===== src/rtl/lsu_ctrl.sv =====
// lsu_ctrl: load/store controller between a core request port, a word-wide
// data RAM (registered read) and a memory-mapped LED/switch word.
// Requests go through IDLE -> ACCESS -> (WAIT) -> RESP. RAM loads take the
// extra WAIT cycle for the registered RAM read.
// Optional feature: define SW_SYNC_EN to pass sw through a two-flop
// synchronizer before MMIO loads sample it. Without it, sw is sampled
// directly in ACCESS.
module lsu_ctrl #(
    parameter int          RAM_AW    = 12,
    parameter logic [31:0] MMIO_ADDR = 32'h8000_0000
) (
    input  logic              clk,
    input  logic              rst,
    input  logic              req_valid,
    output logic              req_ready,
    input  logic              req_we,
    input  logic [2:0]        req_funct3,
    input  logic [31:0]       req_addr,
    input  logic [31:0]       req_wdata,
    output logic              resp_valid,
    output logic [31:0]       resp_rdata,
    output logic              resp_err,
    output logic              mem_en,
    output logic [3:0]        mem_we,
    output logic [RAM_AW-1:0] mem_addr,
    output logic [31:0]       mem_wdata,
    input  logic [31:0]       mem_rdata,
    input  logic [15:0]       sw,
    output logic [15:0]       led
);

    typedef enum logic [1:0] {IDLE, ACCESS, WAIT, RESP} state_t;

    state_t      state_q, state_d;
    logic        we_q, we_d;
    logic [2:0]  funct3_q, funct3_d;
    logic [31:0] addr_q, addr_d;
    logic [31:0] wdata_q, wdata_d;
    logic [31:0] rdata_q, rdata_d;
    logic        err_q, err_d;
    logic [15:0] led_q, led_d;

    logic [3:0]  lane_mask;
    logic [31:0] lane_wdata;
    logic [15:0] sw_val;
    logic        is_ram, is_mmio, misaligned, illegal, req_err;

    // Select byte/half by offset, then sign- or zero-extend by funct3.
    function automatic logic [31:0] load_extract(input logic [31:0] word,
                                                 input logic [1:0]  off,
                                                 input logic [2:0]  f3);
        logic [7:0]  b;
        logic [15:0] h;
        b = word[{off, 3'b000} +: 8];
        h = off[1] ? word[31:16] : word[15:0];
        case (f3)
            3'b000:  return {{24{b[7]}}, b};
            3'b100:  return {24'h0, b};
            3'b001:  return {{16{h[15]}}, h};
            3'b101:  return {16'h0, h};
            default: return word;
        endcase
    endfunction

`ifdef SW_SYNC_EN
    logic [15:0] sw_meta_q, sw_meta_d, sw_sync_q, sw_sync_d;

    // Synchronizer shift: sw -> meta -> sync.
    always_comb begin
        sw_meta_d = sw;
        sw_sync_d = sw_meta_q;
    end

    // Synchronizer flops, cleared by reset.
    always_ff @(posedge clk or posedge rst) begin
        if (rst) begin
            sw_meta_q <= '0;
            sw_sync_q <= '0;
        end else begin
            sw_meta_q <= sw_meta_d;
            sw_sync_q <= sw_sync_d;
        end
    end

    assign sw_val = sw_sync_q;
`else
    assign sw_val = sw;
`endif

    // Store data replicated so every enabled lane carries the right byte.
    for (genvar gi = 0; gi < 4; gi++) begin : g_lane
        assign lane_wdata[8*gi +: 8] =
            (funct3_q[1:0] == 2'b00) ? wdata_q[7:0] :
            (funct3_q[1:0] == 2'b01) ? wdata_q[8*(gi%2) +: 8] :
                                       wdata_q[8*gi +: 8];
    end

    // Address decode, alignment/legality checks and byte-lane mask.
    always_comb begin
        is_ram  = (addr_q[31:RAM_AW+2] == '0);
        is_mmio = (addr_q[31:2] == MMIO_ADDR[31:2]);
        case (funct3_q)
            3'b001, 3'b101: misaligned = addr_q[0];
            3'b010:         misaligned = (addr_q[1:0] != 2'b00);
            default:        misaligned = 1'b0;
        endcase
        if (we_q)
            illegal = (funct3_q != 3'b000) && (funct3_q != 3'b001) && (funct3_q != 3'b010);
        else
            illegal = (funct3_q == 3'b011) || (funct3_q == 3'b110) || (funct3_q == 3'b111);
        req_err = misaligned || illegal || !(is_ram || is_mmio);
        case (funct3_q[1:0])
            2'b00:   lane_mask = 4'b0001 << addr_q[1:0];
            2'b01:   lane_mask = addr_q[1] ? 4'b1100 : 4'b0011;
            default: lane_mask = 4'b1111;
        endcase
    end

    // RAM strobes exist only in ACCESS for a valid RAM request.
    always_comb begin
        mem_en    = (state_q == ACCESS) && !req_err && is_ram;
        mem_we    = (mem_en && we_q) ? lane_mask : 4'b0000;
        mem_addr  = addr_q[RAM_AW+1:2];
        mem_wdata = lane_wdata;
    end

    assign req_ready  = (state_q == IDLE);
    assign resp_valid = (state_q == RESP);
    assign resp_rdata = rdata_q;
    assign resp_err   = err_q;
    assign led        = led_q;

    // Next-state and datapath updates for the request FSM.
    always_comb begin
        state_d  = state_q;
        we_d     = we_q;
        funct3_d = funct3_q;
        addr_d   = addr_q;
        wdata_d  = wdata_q;
        rdata_d  = rdata_q;
        err_d    = err_q;
        led_d    = led_q;
        case (state_q)
            IDLE: begin
                if (req_valid) begin
                    we_d     = req_we;
                    funct3_d = req_funct3;
                    addr_d   = req_addr;
                    wdata_d  = req_wdata;
                    rdata_d  = '0;
                    err_d    = 1'b0;
                    state_d  = ACCESS;
                end
            end
            ACCESS: begin
                state_d = RESP;
                if (req_err) begin
                    err_d = 1'b1;
                end else if (is_ram) begin
                    if (!we_q)
                        state_d = WAIT;
                end else if (we_q) begin
                    if (lane_mask[0]) led_d[7:0]  = lane_wdata[7:0];
                    if (lane_mask[1]) led_d[15:8] = lane_wdata[15:8];
                end else begin
                    rdata_d = load_extract({16'h0, sw_val}, addr_q[1:0], funct3_q);
                end
            end
            WAIT: begin
                rdata_d = load_extract(mem_rdata, addr_q[1:0], funct3_q);
                state_d = RESP;
            end
            default: begin
                state_d = IDLE;
            end
        endcase
    end

    // State and datapath registers.
    always_ff @(posedge clk or posedge rst) begin
        if (rst) begin
            state_q  <= IDLE;
            we_q     <= 1'b0;
            funct3_q <= 3'b000;
            addr_q   <= '0;
            wdata_q  <= '0;
            rdata_q  <= '0;
            err_q    <= 1'b0;
            led_q    <= '0;
        end else begin
            state_q  <= state_d;
            we_q     <= we_d;
            funct3_q <= funct3_d;
            addr_q   <= addr_d;
            wdata_q  <= wdata_d;
            rdata_q  <= rdata_d;
            err_q    <= err_d;
            led_q    <= led_d;
        end
    end

endmodule


===== config.mk =====
export PLATFORM = sky130hd
export DESIGN_NAME = lsu_ctrl
export DESIGN_NICKNAME = d
export VERILOG_FILES = /design/src/rtl/lsu_ctrl.sv
export SDC_FILE = /design/constraint.sdc
export NUM_CORES = 1
export LEC_CHECK = 0
export CORE_MARGIN = 1.5
export CORE_UTILIZATION = 49
export CTS_BUF_LIST = sky130_fd_sc_hd__clkbuf_8 sky130_fd_sc_hd__clkbuf_16
export DETAILED_ROUTE_END_ITERATION = 10
export DONT_BUFFER_PORTS = 1
export PLACE_DENSITY = 0.74
export SETUP_SLACK_MARGIN = 0.15
export SLEW_MARGIN = 5
export SYNTH_ARGS = -nofsm -noshare
export SYNTH_HDL_FRONTEND = slang
export SYNTH_SLANG_ARGS = --single-unit

===== constraint.sdc =====
create_clock -name clk -period 5.06 [get_ports clk]
set_input_delay 1.012 -clock clk [delete_from_list [all_inputs] [get_ports clk]]
set_output_delay 1.012 -clock clk [all_outputs]
set_load 0.02 [all_outputs]

==> results.md <==
| Item | Value |
| --- | --- |
| CTS resizes | 0 |
| Sequential cell area fraction in the yosys report | 0.466 |
| Final count of pins violating max slew | 0 |
| Port buffer count | 0 |
| Mapped Nets | 661 |
| Grt met1 use | 0.277 |
| Mapped cell area | 6390 um2 |
| Total non-filler cell area in the finished layout | 6950 um2 |
| Post-DP Area | 6340 um2 |
| Number of standard cells in the final layout excluding fillers | 690 |
| Worst-case vdd ir drop | 0.374 mV |
| Status | finished clean |
| Post-CTS Setup Repair Bufs | 0 |
| Pin count of the biggest net entering global routing | 81 |
| Placeable Area | 12700 um2 |
| Number of antenna-violating nets in the routed design | 0 |
| Slew at the pin with the worst max-slew slack | 1110 ps |
| Clock tree from TritonCTS | yes |
| Net Switching | 2160 uW |
| Hpwl dp | 11.6 mm |
| Switching share of total power | 0.416 |
| Critical path buffer and inverter count | 0 |
| Required time of the critical path | 4050 ps |
| RSZ-0062 raised after global routing | no |
| Count of clock tree sinks | 119 |
| Critical Path End Type | primary output |
| Placed Instances | 657 |
| Routing layer with the top usage in global route | met2 |
| Initial DRC count | 297 |
| Count of maximum capacitance violations | 0 |
| Antenna violations before repair | 1 |
| I/O pin cnt | 219 |
| P&R area growth vs syn | 8.75% |
| CP Max Fanout | 17 |
| Met2 Resource Use GR | 0.391 |
| Max-Slew Margin vs Limit | 0.258 |
| Hold Buf Count CTS | 0 |
| Fin util | 0.549 |
| Worst skew pair latency | 410 ps |
| Number of synthesis warnings | 0 |
| Static leakage | 0.00309 uW |
| Die height | 117 um |
| Unique cell type count in the Yosys netlist | 45 |
| Initial cell density of the core | 0.505 |
| Row cnt | 41 |
| Worst Setup Start Kind | register |
| Data arrival, critical path | 2690 ps |
| First-pass iteration count of the detailed router | 5 |
| H-tree depth reported by CTS | 4 |
| Met3 Resource Use GR | 0.115 |
| Clock period minus worst slack | 3700 ps |
| Total wirelength of the detailed-routed design | 16.3 mm |
| Share of total power in combinational logic | 0.397 |
| GR Overflow Total | 0 |
| Fraction of final layout cells sized beyond drive strength 1 | 0.358 |
| Number of synthesized flops with an enable pin | 0 |
| Final Net Count | 628 |
| Synth Register Bits | 119 |
| Setup Crit Path Kind | reg2out |
| Total clock buffers created by CTS | 17 |
| Number of global-route vias before repair | 4414 |
| Die Wd | 117 um |
| Highest cell delay on the worst timing path | 740 ps |
| Count of final setup violators | 0 |
| Post-synth ARST share | 1.00 |
| Peak clock frequency supported by timing | 270 MHz |
| Floorplan die area | 13700 um2 |
| Master of the slowest instance on the critical path | sky130_fd_sc_hd__nor3b_1 |
| Via total after detailed routing | 4277 |
| RD Place Congestion | 0.838 |
| Critical path's top delay family | simple AND/OR/NAND/NOR gates |
| Remaining design rule violation count | 0 |
| Cell-internal power | 3030 uW |
| Total negative setup slack | 0 ps |
| Number of buffers between clock root and the deepest sink | 2 |
| Most common flop cell mapped by yosys | sky130_fd_sc_hd__dfrtp_1 |
| Clock skew | 9.28 ps |
| Average detailed-routed wire length per instance | 23.6 um |
| Post-Syn Instances | 537 |
| Clock Pin Slew Worst Setup and Hold Paths | 60 ps |
| Total Power Consumption | 5190 uW |
| First-pass GRT wire length | 24.3 mm |
| Final worst path period share | 0.731 |
| Power density cells | 746 nW/um2 |
| Post-Synthesis Mean Instance Area | 11.9 um2 |
| Register share of total power | 0.367 |
| Number of hold violations in the final report | 0 |
| Min-delay worst type | reg2reg |
| Total track usage | 0.241 |
| Power share of the clock group | 0.235 |
| Clock Root Buffer | sky130_fd_sc_hd__clkbuf_16 |
| Via density per instance | 6.20 |
| Sequence of cells on the critical path | nor4_1 -> o2111ai_1 -> or2_1 -> nor3b_1 |
[final cells by class]
class	instances	area, um2
Clock inverter	12	140
Clock buffer	20	467
Tap cell	172	215
Timing Repair Buffer	9	67.6
Sequential cell	119	2980
Fill cell	1097	5720
Multi-Input combinational cell	345	3030
Inverter	12	47.5
Antenna cell	1	2.50
[cell usage in the layout, fill, tap and decap left out, types with 2 or more instances in the layout]
cell	instances
sky130_fd_sc_hd__inv_1	12
sky130_fd_sc_hd__a22o_1	17
sky130_fd_sc_hd__o22ai_1	8
sky130_fd_sc_hd__or2b_1	2
sky130_fd_sc_hd__ha_1	5
sky130_fd_sc_hd__nor4_1	12
sky130_fd_sc_hd__bufinv_16	2
sky130_fd_sc_hd__mux2_4	8
sky130_fd_sc_hd__nor2_1	11
sky130_fd_sc_hd__buf_4	9
sky130_fd_sc_hd__o21ai_0	10
sky130_fd_sc_hd__a22oi_1	16
sky130_fd_sc_hd__nand2_1	14
sky130_fd_sc_hd__clkbuf_8	3
sky130_fd_sc_hd__nand3_1	2
sky130_fd_sc_hd__inv_6	4
sky130_fd_sc_hd__o221ai_1	8
sky130_fd_sc_hd__mux2_2	126
sky130_fd_sc_hd__a2bb2oi_1	7
sky130_fd_sc_hd__nor3_1	3
sky130_fd_sc_hd__dfrtp_1	118
sky130_fd_sc_hd__a21oi_1	32
sky130_fd_sc_hd__clkbuf_16	17
sky130_fd_sc_hd__mux2i_1	18
sky130_fd_sc_hd__a221o_1	7
sky130_fd_sc_hd__nor2b_1	18
sky130_fd_sc_hd__nand2b_1	2
sky130_fd_sc_hd__clkinvlp_4	2
sky130_fd_sc_hd__clkinv_4	3
[registers in the layout (all words and copies together) (netlist names)]
register and cells:
resp_rdata 32, funct3_q 3, led 16, we_q 1
addr_q 32, state_q 2, wdata_q 32, resp_err 1
[final timing paths]
check                                   startpoint                 endpoint  slack [ps]  cells past startpoint
min                        wdata_q[23]$_DFFE_PP0P_  wdata_q[23]$_DFFE_PP0P_         500                      1
max reg2reg                funct3_q[0]$_DFFE_PP0P_       led[2]$_DFFE_PP0P_        2130                      5
min in group asynchronous                      rst   addr_q[12]$_DFFE_PP0P_         690                      1
min reg2reg                wdata_q[23]$_DFFE_PP0P_  wdata_q[23]$_DFFE_PP0P_         500                      1
max                          addr_q[1]$_DFFE_PP0P_                   mem_en        1360                      4
max in group asynchronous                      rst   state_q[0]$_DFFE_PP0P_        3180                      2
[power by group through the flow]
stage / registers [uW] / clock network (uW) / logic (uW)
finish: 1910 / 1220 / 2060
global route: 1960 / 1290 / 2230
CTS: 1910 / 1250 / 2070
detailed placement: 1920 / 0 / 2060
global placement: 1890 / 0 / 2000
floorplan: 1630 / 0 / 2060
[layer usage]
metal  vias to the layer above  part of all wire  routed length [um]
met4                         0             0.017                 280
met5                         -                 0                   0
met2                       225              0.49                7960
li1                       1912                 -                   -
met1                      2119              0.37                6080
met3                        21              0.12                1930
[cells by family (layout without fill, tap and decap cells)]
group / after synthesis / after routing / synth area share
AOI/OAI and AO/OA: 114 / 114 / 0.128
other: 0 / 1 / 0
adders and majority gates: 5 / 5 / 0.00978
buffers and inverters: 73 / 53 / 0.0601
DFF: 119 / 119 / 0.466
muxes: 152 / 152 / 0.269
and+or+nand+nor: 74 / 74 / 0.0677
[per-stage QoR]
stage                     setup slack [ps]  hold slack (ps)
after CTS                             1350              505
after floorplan                        891              474
after global routing                  1120              515
after detailed placement              1780              492
final                                 1360              502
after global placement                1840              481
[Yosys cell counts (2+ instances only)]
| master | instances | area, um2 |
|---|---|---|
| sky130_fd_sc_hd__mux2_2 | 126 | 1420 |
| sky130_fd_sc_hd__clkbuf_1 | 22 | 82.6 |
| sky130_fd_sc_hd__nand3_1 | 2 | 10.0 |
| sky130_fd_sc_hd__ha_1 | 5 | 62.6 |
| sky130_fd_sc_hd__mux2_4 | 8 | 120 |
| sky130_fd_sc_hd__o22ai_1 | 8 | 50.1 |
| sky130_fd_sc_hd__inv_1 | 12 | 45.0 |
| sky130_fd_sc_hd__o221ai_1 | 8 | 70.1 |
| sky130_fd_sc_hd__nand2b_1 | 2 | 12.5 |
| sky130_fd_sc_hd__a22o_1 | 17 | 149 |
| sky130_fd_sc_hd__or2b_1 | 2 | 15.0 |
| sky130_fd_sc_hd__buf_1 | 13 | 48.8 |
| sky130_fd_sc_hd__mux2i_1 | 18 | 180 |
| sky130_fd_sc_hd__a22oi_1 | 16 | 120 |
| sky130_fd_sc_hd__nand2_1 | 15 | 56.3 |
| sky130_fd_sc_hd__a21oi_1 | 32 | 160 |
| sky130_fd_sc_hd__dfrtp_1 | 119 | 2980 |
| sky130_fd_sc_hd__nor2b_1 | 18 | 113 |
| sky130_fd_sc_hd__a2bb2oi_1 | 7 | 61.3 |
| sky130_fd_sc_hd__buf_4 | 21 | 158 |
| sky130_fd_sc_hd__nor2_1 | 11 | 41.3 |
| sky130_fd_sc_hd__a221o_1 | 7 | 70.1 |
| sky130_fd_sc_hd__nor4_1 | 12 | 75.1 |
| sky130_fd_sc_hd__o21ai_0 | 10 | 50.1 |
| sky130_fd_sc_hd__nor3_1 | 3 | 15.0 |
| sky130_fd_sc_hd__buf_6 | 4 | 45.0 |
(Power assumes the default switching activity.)
